[config.mk]
export PLATFORM = sky130hd
export DESIGN_NAME = apb_rom_arbiter_flat
export DESIGN_NICKNAME = d
export VERILOG_FILES = /design/src/rtl/apb_arb_pkg.sv /design/src/rtl/apb_rom_arbiter_if.sv /design/src/rtl/apb_rom_arbiter_rr_pick.sv /design/src/rtl/apb_rom_arbiter.sv /design/src/flat_wrapper.sv
export SDC_FILE = /design/constraint.sdc
export NUM_CORES = 1
export LEC_CHECK = 0
export ABC_AREA = 1
export BUFFER_PORTS_ARGS = -buffer_cell sky130_fd_sc_hd__buf_4
export CAP_MARGIN = 10
export CORE_MARGIN = 5
export CORE_UTILIZATION = 30
export DETAILED_ROUTE_END_ITERATION = 8
export SLEW_MARGIN = 20
export SYNTH_ARGS = -nofsm -noshare
export SYNTH_HDL_FRONTEND = slang
export SYNTH_SLANG_ARGS = --single-unit
[constraint.sdc]
create_clock -name clock -period 4.8 [get_ports clock]
set_clock_uncertainty 0.1 [all_clocks]
set_input_delay 0.48 -clock clock [delete_from_list [all_inputs] [get_ports clock]]
set_output_delay 0.48 -clock clock [all_outputs]
set_load 0.05 [all_outputs]
[src/rtl/apb_arb_pkg.sv]
// Shared types and constants for the APB ROM arbiter: FSM state encoding,
// fixed APB sideband values and the timeout counter width helper.
package apb_arb_pkg;

    typedef enum logic [1:0] {
        IDLE   = 2'd0,
        SETUP  = 2'd1,
        ACCESS = 2'd2,
        RESP   = 2'd3
    } arb_state_e;

    localparam logic PROT_DEFAULT = 1'b0;
    localparam logic STRB_DEFAULT = 1'b1;

    // A disabled timeout (0) still needs a 1-bit counter to stay legal.
    function automatic int cnt_width(input int timeout);
        return (timeout < 1) ? 1 : $clog2(timeout + 1);
    endfunction

endpackage

[src/rtl/apb_rom_arbiter_if.sv]
// APB bus between the arbiter (master) and the slave wrapper / rotor ROM.
interface apb_rom_arbiter_if #(
    parameter int ADDR_WIDTH = 5,
    parameter int DATA_WIDTH = 32
);
    logic                  psel;
    logic                  penable;
    logic                  pwrite;
    logic [ADDR_WIDTH-1:0] paddr;
    logic [DATA_WIDTH-1:0] pwdata;
    logic                  prot;
    logic                  pstrb;
    logic [DATA_WIDTH-1:0] prdata;
    logic                  pslverror;
    logic                  pready;

    modport master (
        output psel, penable, pwrite, paddr, pwdata, prot, pstrb,
        input  prdata, pslverror, pready
    );

    modport slave (
        input  psel, penable, pwrite, paddr, pwdata, prot, pstrb,
        output prdata, pslverror, pready
    );
endinterface

[src/rtl/apb_rom_arbiter_rr_pick.sv]
// Combinational round-robin selector: searches upward from the slot after
// the last winner, wrapping modulo NREQ.
module rr_pick #(
    parameter  int NREQ = 2,
    localparam int IW   = (NREQ > 1) ? $clog2(NREQ) : 1
) (
    input  logic [NREQ-1:0] req,
    input  logic [IW-1:0]   last,
    output logic [NREQ-1:0] gnt,
    output logic [IW-1:0]   idx,
    output logic            valid
);

    always_comb begin
        int j;
        j     = 0;
        gnt   = '0;
        idx   = '0;
        valid = 1'b0;
        for (int k = 1; k <= NREQ; k++) begin
            j = (int'(last) + k) % NREQ;
            if (!valid && req[IW'(j)]) begin
                valid          = 1'b1;
                gnt[IW'(j)]    = 1'b1;
                idx            = IW'(j);
            end
        end
    end

endmodule

[src/rtl/apb_rom_arbiter.sv]
// Shares one APB slave between NREQ requesters, one full SETUP/ACCESS
// transfer per round-robin grant, with an optional pready timeout.
//
//   state  | meaning
//   IDLE   | no transfer; arbitrate and register the winner's request
//   SETUP  | psel=1, penable=0
//   ACCESS | psel=1, penable=1; wait for pready or timeout
//   RESP   | bus released; done pulse to the granted requester
module apb_rom_arbiter
    import apb_arb_pkg::*;
#(
    parameter int NREQ       = 2,
    parameter int DATA_WIDTH = 32,
    parameter int ADDR_WIDTH = 5,
    parameter int TIMEOUT    = 16
) (
    input  logic                       clock,
    input  logic                       ares,
    input  logic [NREQ-1:0]            req,
    input  logic [NREQ-1:0]            req_write,
    input  logic [NREQ*ADDR_WIDTH-1:0] req_addr,
    input  logic [NREQ*DATA_WIDTH-1:0] req_wdata,
    output logic [NREQ-1:0]            gnt,
    output logic [NREQ-1:0]            done,
    output logic [DATA_WIDTH-1:0]      rsp_rdata,
    output logic                       rsp_err,
    output logic                       busy,
    apb_rom_arbiter_if.master          apb
);

    localparam int             IW     = (NREQ > 1) ? $clog2(NREQ) : 1;
    localparam int             CW     = cnt_width(TIMEOUT);
    localparam logic [CW-1:0]  TO_VAL = CW'(TIMEOUT);

    arb_state_e            state;
    logic [IW-1:0]         last;
    logic                  psel_q;
    logic                  penable_q;
    logic                  pwrite_q;
    logic [ADDR_WIDTH-1:0] paddr_q;
    logic [DATA_WIDTH-1:0] pwdata_q;
    logic [CW-1:0]         cnt;
    logic [CW-1:0]         cnt_inc;
    logic                  timeout_hit;

    logic [NREQ-1:0]       pick_gnt;
    logic [IW-1:0]         pick_idx;
    logic                  pick_valid;

    logic [ADDR_WIDTH-1:0] addr_slot  [NREQ];
    logic [DATA_WIDTH-1:0] wdata_slot [NREQ];

    for (genvar i = 0; i < NREQ; i++) begin : g_slot
        assign addr_slot[i]  = req_addr[i*ADDR_WIDTH +: ADDR_WIDTH];
        assign wdata_slot[i] = req_wdata[i*DATA_WIDTH +: DATA_WIDTH];
    end

    rr_pick #(.NREQ(NREQ)) u_rr_pick (
        .req   (req),
        .last  (last),
        .gnt   (pick_gnt),
        .idx   (pick_idx),
        .valid (pick_valid)
    );

    // Saturating so a disabled timeout can sit in ACCESS indefinitely.
    assign cnt_inc     = (&cnt) ? cnt : cnt + 1'b1;
    assign timeout_hit = (TIMEOUT != 0) && (cnt_inc == TO_VAL);

    always_ff @(posedge clock) begin
        if (ares) begin
            state     <= IDLE;
            last      <= IW'(NREQ - 1);
            gnt       <= '0;
            done      <= '0;
            psel_q    <= 1'b0;
            penable_q <= 1'b0;
            pwrite_q  <= 1'b0;
            paddr_q   <= '0;
            pwdata_q  <= '0;
            rsp_rdata <= '0;
            rsp_err   <= 1'b0;
            busy      <= 1'b0;
            cnt       <= '0;
        end else begin
            done <= '0;
            case (state)
                IDLE: begin
                    if (pick_valid) begin
                        gnt       <= pick_gnt;
                        last      <= pick_idx;
                        paddr_q   <= addr_slot[pick_idx];
                        pwdata_q  <= wdata_slot[pick_idx];
                        pwrite_q  <= req_write[pick_idx];
                        psel_q    <= 1'b1;
                        penable_q <= 1'b0;
                        busy      <= 1'b1;
                        state     <= SETUP;
                    end
                end
                SETUP: begin
                    penable_q <= 1'b1;
                    state     <= ACCESS;
                end
                ACCESS: begin
                    if (apb.pready) begin
                        rsp_rdata <= pwrite_q ? '0 : apb.prdata;
                        rsp_err   <= apb.pslverror;
                        psel_q    <= 1'b0;
                        penable_q <= 1'b0;
                        done      <= gnt;
                        state     <= RESP;
                    end else begin
                        cnt <= cnt_inc;
                        if (timeout_hit) begin
                            rsp_rdata <= '0;
                            rsp_err   <= 1'b1;
                            psel_q    <= 1'b0;
                            penable_q <= 1'b0;
                            done      <= gnt;
                            state     <= RESP;
                        end
                    end
                end
                RESP: begin
                    gnt   <= '0;
                    cnt   <= '0;
                    busy  <= 1'b0;
                    state <= IDLE;
                end
                default: state <= IDLE;
            endcase
        end
    end

    assign apb.psel    = psel_q;
    assign apb.penable = penable_q;
    assign apb.pwrite  = pwrite_q;
    assign apb.paddr   = paddr_q;
    assign apb.pwdata  = pwdata_q;
    assign apb.prot    = PROT_DEFAULT;
    assign apb.pstrb   = STRB_DEFAULT;

endmodule

[src/flat_wrapper.sv]
// flat-port wrapper written by rule: the top's interface ports become plain ports
module apb_rom_arbiter_flat import apb_arb_pkg::*;
#(
    parameter int NREQ       = 2,
    parameter int DATA_WIDTH = 32,
    parameter int ADDR_WIDTH = 5,
    parameter int TIMEOUT    = 16
)
  (clock, ares, req, req_write, req_addr, req_wdata, gnt, done, rsp_rdata, rsp_err, busy, apb_psel, apb_penable, apb_pwrite, apb_paddr, apb_pwdata, apb_prot, apb_pstrb, apb_prdata, apb_pslverror, apb_pready);
  apb_rom_arbiter_if #(.ADDR_WIDTH(ADDR_WIDTH), .DATA_WIDTH(DATA_WIDTH)) apb_i ();
  input  logic clock;
  input  logic ares;
  input  logic [NREQ-1:0] req;
  input  logic [NREQ-1:0] req_write;
  input  logic [NREQ*ADDR_WIDTH-1:0] req_addr;
  input  logic [NREQ*DATA_WIDTH-1:0] req_wdata;
  output logic [NREQ-1:0] gnt;
  output logic [NREQ-1:0] done;
  output logic [DATA_WIDTH-1:0] rsp_rdata;
  output logic rsp_err;
  output logic busy;
  output wire logic [$bits(apb_i.psel)-1:0] apb_psel;
  output wire logic [$bits(apb_i.penable)-1:0] apb_penable;
  output wire logic [$bits(apb_i.pwrite)-1:0] apb_pwrite;
  output wire logic [$bits(apb_i.paddr)-1:0] apb_paddr;
  output wire logic [$bits(apb_i.pwdata)-1:0] apb_pwdata;
  output wire logic [$bits(apb_i.prot)-1:0] apb_prot;
  output wire logic [$bits(apb_i.pstrb)-1:0] apb_pstrb;
  input wire logic [$bits(apb_i.prdata)-1:0] apb_prdata;
  input wire logic [$bits(apb_i.pslverror)-1:0] apb_pslverror;
  input wire logic [$bits(apb_i.pready)-1:0] apb_pready;
  assign apb_psel = apb_i.psel;
  assign apb_penable = apb_i.penable;
  assign apb_pwrite = apb_i.pwrite;
  assign apb_paddr = apb_i.paddr;
  assign apb_pwdata = apb_i.pwdata;
  assign apb_prot = apb_i.prot;
  assign apb_pstrb = apb_i.pstrb;
  assign apb_i.prdata = apb_prdata;
  assign apb_i.pslverror = apb_pslverror;
  assign apb_i.pready = apb_pready;
  apb_rom_arbiter #(.NREQ(NREQ), .DATA_WIDTH(DATA_WIDTH), .ADDR_WIDTH(ADDR_WIDTH), .TIMEOUT(TIMEOUT)) u_core (.clock(clock), .ares(ares), .req(req), .req_write(req_write), .req_addr(req_addr), .req_wdata(req_wdata), .gnt(gnt), .done(done), .rsp_rdata(rsp_rdata), .rsp_err(rsp_err), .busy(busy), .apb(apb_i));
endmodule
==> results by group, run 1 <==
Synth
  – Syn avg cell area: 6.81 um^2
  – Sequential fraction of the synthesis area: 44.3%
  – EDFF count, synth: 0
  – Synth cell types: 22
  – #FFs+latches synth: 85
  – Synthesized area: 3840 um^2
  – Yosys top cell by area: dfxtp_1
  – Post-synth top area share: 44.3%
  – Synth Flop Type: dfxtp_1
  – Ys async rst share: 0%
  – Top post-synthesis cells by area: dfxtp_1 (44%), nor2_1 (10%), nand2_1 (9.5%)
  – Most common cell in the netlist: nor2_1
  – YS warnings: 0
  – Mapped Cells: between 500 and 600
  – Post-synth top cells: nor2_1 (105), nand2_1 (97), dfxtp_1 (85), inv_1 (82), a21oi_1 (50)

Place
  – Routability Congestion: between 0.8 and 0.9
  – Placed Cells: 890
  – Buffers on Ports: 189
  – Post-DP HPWL: between 8 and 9 mm

Timing
  – Final Cycle Share: 49.2%
  – Max Freq: 424 MHz
  – RSZ-0062 raised after global routing: no
  – Slew Viols, Final: 0
  – Post-layout min period: 2360 ps
  – Setup TNS: 0 ps
  – Slew Limit Headroom: 43.8%
  – Slew @ Worst Pin: 843 ps
  – Final number of hold-violating endpoints: 0
  – Finish-stage setup viols: 0

Status
  – Status: finished clean

CTS
  – Post-CTS Setup Repair Bufs: 0
  – Clock-pin slew on the worst setup and hold paths: approximately 60 ps
  – Clock buffer count from CTS: 9
  – Hold buffers post-CTS: 0
  – Worst-Skew Late Latency: 330 ps
  – CTS Buffer Depth: 2
  – Number of gates resized after cts: 0
  – CTS sink count: 85
  – CTS tree: yes
  – Root buf cell: clkbuf_16
  – CTS HTree Levels: 3

Floorplanning
  – Io pins: 194
  – Core ar.: between 10000 and 15000 um^2
  – Num rows: 41
  – Die Wd: 123 um
  – Die Span Y: 123 um
  – Initial Utilization: 30.6%
  – Die area: 15200 um^2

Drt
  – DR vias: roughly 4k
  – Pre-antenna DRT Iters: 4
  – Total Routed Length: 11.4 mm
  – Wire per inst: 12.6 um
  – Final ANT Viol Nets: 0
  – 1st-iter DRT viols: about 140
  – Vias per cell: 4.42
  – Residual DRC: 0

Job
  – Max Cap Viol: 0

Final layout
  – Syn-to-layout area delta: 45.2%
  – Antenna cells: 0
  – Cell Count, Final, Fillers Out: roughly 900
  – Multi-input logic area: 1650 um^2
  – Layout fillers: 1280
  – FF/Latch Area: 1700 um^2
  – Nets: approximately 850
  – Layout cell share with drive strength beyond 1: around 29%

Critical path
  – Req. time, crit path: 4890 ps
  – FF-to-FF End: u_core.apb.pwdata[21]
  – Setup CP Type: flop to flop
  – Reg2Reg Depth: 6
  – CP Max Fanout: 77
  – Startpoint types: flop
  – Worst reg-to-reg setup slack: 2440 ps
  – Crit Reg-Reg Startpoint: u_core.state[0]
  – Critical path data arrival time: 2450 ps
  – Type of destination of the critical path: flop

Global route
  – First-pass GRT wire length: 17.9 mm
  – Number of global-route vias before repair: 3784
  – Largest net degree at the start of global routing: 78
  – Initial antenna violation count: 0
  – Grt total ovfl: 0
  – Gr usage total: 14.8%

Pwr
  – Maximum VDD drop: between 0.15 and 0.2 mV
  – Static leakage: 0.00294 uW
  – PwrDens: around 400 nW/um^2

Min path
  – Worst hold path type: input port to flop
  – Min-Delay Startpoint: req_wdata[10]
  – Worst Hold End: u_core.apb.pwdata[10]
  – Hold Crit Depth: 3
worst max-delay path by stage:
stage	startpoint	endpoint	slack, ps
after floorplan	u_core.cnt[0]	u_core.rsp_rdata[20]	3050
after global placement	u_core.cnt[0]	u_core.rsp_rdata[20]	2340
after detailed placement	u_core.cnt[0]	u_core.rsp_rdata[29]	2200
after CTS	u_core.cnt[0]	u_core.rsp_rdata[29]	2200
after global routing	u_core.state[0]	u_core.apb.paddr[4]	2130
final	u_core.state[0]	u_core.apb.pwdata[21]	2440
registers in the layout (all words and copies together), names as in the netlist:
name and flops:
u_core.state 2, u_core.apb.paddr 5, u_core.apb.penable 1, u_core.apb.pwrite 1, u_core.apb.pwdata 32, u_core.cnt 5
u_core.done 2, u_core.last 1, u_core.busy 1, u_core.rsp_err 1, u_core.rsp_rdata 32, u_core.apb.psel 1
u_core.gnt 1
layout make-up:
class                   instances  area share, %
flip-flops and latches         85           30.5
multi-input cells             359           29.5
repair buffers                191           25.7
inverters                      83           5.65
clock buffers                  10           4.28
well taps                     172           3.86
clock inverters                 5          0.493
per-stage QoR:
step | instance area [um^2] | util [%] | hold WS [ps] | total power [uW] | worst slack, ps
floorplan | 3850 | - | 366 | 1380 | 3050
global route | 5580 | 44.4 | 330 | 2380 | 2130
detailed placement | 5310 | 42.2 | 363 | 1640 | 2200
CTS | 5570 | 44.3 | 316 | 2280 | 2200
global placement | 5300 | 42.2 | 362 | 1630 | 2340
finish | 5580 | 44.4 | 330 | 2250 | 2440
cell usage in the layout, fill, tap and decap left out:
| master | instances |
|---|---|
| dfxtp_1 | 85 |
| nand4_1 | 3 |
| nor2_2 | 2 |
| clkbuf_16 | 9 |
| nand2_1 | 97 |
| buf_4 | 191 |
| clkinvlp_4 | 1 |
| inv_1 | 81 |
| ha_1 | 5 |
| a311oi_1 | 1 |
| or2_2 | 1 |
| o21ai_0 | 44 |
| conb_1 | 4 |
| a21oi_1 | 50 |
| nor2_1 | 104 |
| o22ai_1 | 39 |
| nand3b_1 | 1 |
| clkbuf_8 | 1 |
| nand2_4 | 1 |
| clkinv_2 | 5 |
| inv_4 | 1 |
| nand3_1 | 7 |
cells by family after synthesis:
kind of cell             synth area share, %
adder cells (fa/ha/maj)                 1.63
buffers and inverters                   13.3
other                                  0.195
AO/OA/AOI/OAI                           18.8
AND/OR/NAND/NOR                         21.8
flip-flops                              44.3
critical path, cell delays in order (launching register included):
cell and delay (ps):
dfxtp_1 390, inv_1 90, ha_1 250, nand2_1 160, clkinv_2 670, o21ai_0 460, a21oi_1 60
routing by layer:
| layer | GRT usage (%) | part of all wire, % | vias up |
|---|---|---|---|
| li1 | - | - | 2092 |
| met1 | 18.9 | 45 | 1724 |
| met2 | 22.6 | 41 | 173 |
| met3 | 5.03 | 11 | 13 |
| met4 | 6.71 | 1.9 | 0 |
| met5 | 0 | 0 | - |
power breakdown:
group	total [uW]	switching (uW)	internal [uW]
Combinational	777	529	248
Clock	632	274	358
Sequential	840	47.4	793
Total	2250	850	1400
(Power assumes the default switching activity.)
==> run 2, diff against run 1 <==
ABC_AREA = 0   (was 1)
clock period = 2.24 ns   (was 4.8 ns; I/O delays follow)
==> results by group, run 2 <==
Floorplanning
  – Die area: about 15000 um^2
  – Core ar.: 12500 um^2
  – Initial Utilization: 30.2%
  – Num rows: 41
  – Die Span Y: 122 um
  – Io pins: 194
  – Die Wd: 122 um

Synth
  – Post-synth top cells: dfxtp_1 (85), nand2_1 (73), mux2i_1 (72), nor2_1 (47), a211oi_1 (40)
  – Post-synth top area share: roughly 45%
  – Top post-synthesis cells by area: dfxtp_1 (45%), mux2i_1 (19%), a211oi_1 (7.9%)
  – Most common cell in the netlist: dfxtp_1
  – Synth cell types: 40
  – Sequential fraction of the synthesis area: 44.9%
  – EDFF count, synth: 0
  – Ys async rst share: 0%
  – Synthesized area: 3790 um^2
  – YS warnings: 0
  – #FFs+latches synth: between 80 and 90
  – Yosys top cell by area: dfxtp_1
  – Mapped Cells: ~400
  – Syn avg cell area: ~9.3 um^2
  – Synth Flop Type: dfxtp_1

Global route
  – Number of global-route vias before repair: 3293
  – Grt total ovfl: 0
  – Largest net degree at the start of global routing: between 70 and 80
  – First-pass GRT wire length: 15.8 mm
  – Initial antenna violation count: 0
  – Gr usage total: 13.3%

Critical path
  – Critical path data arrival time: 2300 ps
  – FF-to-FF End: u_core.rsp_rdata[30]
  – Worst reg-to-reg setup slack: 100 ps
  – Type of destination of the critical path: flop
  – Reg2Reg Depth: 7
  – CP Max Fanout: 16
  – Setup CP Type: flop to flop
  – Crit Reg-Reg Startpoint: u_core.cnt[0]
  – Req. time, crit path: 2400 ps
  – Startpoint types: flop

Timing
  – Slew @ Worst Pin: 574 ps
  – RSZ-0062 raised after global routing: no
  – Post-layout min period: 2140 ps
  – Finish-stage setup viols: 0
  – Slew Limit Headroom: 61.7%
  – Setup TNS: 0 ps
  – Max Freq: 467 MHz
  – Final number of hold-violating endpoints: 0
  – Slew Viols, Final: 0
  – Final Cycle Share: 95.6%

Drt
  – Vias per cell: between 4 and 5
  – Total Routed Length: 10.7 mm
  – Final ANT Viol Nets: 0
  – Pre-antenna DRT Iters: 4
  – 1st-iter DRT viols: 77
  – Wire per inst: between 10 and 15 um
  – Residual DRC: 0
  – DR vias: 3434

Place
  – Buffers on Ports: 189
  – Placement Cell Area: 5310 um^2
  – Placed Cells: around 740
  – Routability Congestion: 0.874
  – Post-DP HPWL: 7.94 mm

Min path
  – Min-Delay Startpoint: apb_prdata[12]
  – Worst hold path type: input port to flop
  – Hold Crit Depth: 3
  – Worst Hold End: u_core.rsp_rdata[12]

CTS
  – Worst-Skew Late Latency: 330 ps
  – Hold buffers post-CTS: 0
  – CTS sink count: 85
  – CTS Buffer Depth: 2
  – CTS HTree Levels: 3
  – Clock buffer count from CTS: 9
  – Root buf cell: clkbuf_16
  – Clock-pin slew on the worst setup and hold paths: 60 ps
  – CTS tree: yes

Final layout
  – Antenna cells: 0
  – Most frequent cells in the layout: buf_4 (194), dfxtp_1 (84), nand2_1 (73)
  – Syn-to-layout area delta: 49.0%
  – Layout cell share with drive strength beyond 1: roughly 37%
  – Nets: 701
  – Cell area after layout: 5640 um^2
  – Commonest non-fill, non-tap cell in the layout: buf_4
  – Cell Count, Final, Fillers Out: 759

Status
  – Status: finished clean

Job
  – Max Cap Viol: 0

Pwr
  – PwrDens: ~1200 nW/um^2
  – Maximum VDD drop: 0.606 mV
  – Static leakage: approximately 0.0028 uW
-- run 2: worst max path at each step --
| stage | startpoint | to | slack [ps] | cells after the start |
|---|---|---|---|---|
| floorplan | u_core.cnt[0] | u_core.apb.psel | 260 | 7 |
| global placement | u_core.cnt[0] | u_core.rsp_rdata[14] | 240 | 7 |
| detailed placement | u_core.cnt[0] | u_core.rsp_rdata[14] | 110 | 7 |
| CTS | u_core.cnt[0] | u_core.rsp_rdata[14] | 110 | 7 |
| global route | u_core.cnt[1] | u_core.rsp_rdata[9] | 8 | 7 |
| finish | u_core.cnt[0] | u_core.rsp_rdata[30] | 100 | 7 |
-- run 2: area by class of cell --
class	count	area, um^2
Inverter	6	22.5
Fill cell	1232	6880
Multi-Input combinational cell	282	1850
Clock inverter	4	72.6
Timing Repair Buffer	198	1540
Tap cell	172	215
Sequential cell	85	1700
Clock buffer	12	236
-- run 2: metal layers --
layer	vias to the layer above	track usage (%)	routed length, um
li1	1756	-	-
met1	1497	17.0	4680
met2	168	19.8	4570
met3	13	5.35	1250
met4	0	5.88	163
met5	-	0	0
-- run 2: timing repair --
item,in CTS,in global routing
buffers inserted,0,0
endpoints found under the setup margin,0,4
resized for setup,0,0
-- run 2: where the power goes --
part           total (uW)  switching (uW)  leakage [uW]  internal [uW]
Combinational        3060            1930       0.00199           1130
Clock                1550             577      0.000147            976
Sequential           2080             243      0.000695           1830
Total                6690            2750       0.00283           3940
-- run 2: cells by family (layout without fill, tap and decap cells) --
family | Yosys count | count (layout) | synth area share [%]
flip-flops | 85 | 85 | 44.9
adder cells (fa/ha/maj) | 5 | 5 | 1.65
AND/OR/NAND/NOR | 136 | 136 | 14.9
buffers and inverters | 40 | 220 | 6.77
XOR/XNOR | 1 | 1 | 0.231
multiplexers | 72 | 72 | 19.0
other | 2 | 4 | 0.198
AO/OA/AOI/OAI | 64 | 64 | 12.3
-- run 2: stage by stage --
| step | util, % | hold WS (ps) | setup WS [ps] | power [uW] |
|---|---|---|---|---|
| after floorplan | - | 263 | 257 | 4280 |
| final | 45.1 | 43.1 | 99.2 | 6690 |
| after detailed placement | 42.4 | 352 | 113 | 5180 |
| after global routing | 45.1 | 31.6 | 7.61 | 7070 |
| after CTS | 44.9 | 28.4 | 109 | 6760 |
| after global placement | 42.4 | 344 | 245 | 5140 |
-- run 2: critical path, cell delays in order (launching register included) --
cell	delay (ps)
dfxtp_1	430
ha_1	210
nand4_1	200
mux2i_1	200
o211a_1	210
o21ai_4	260
clkbuf_16	260
mux2i_1	190
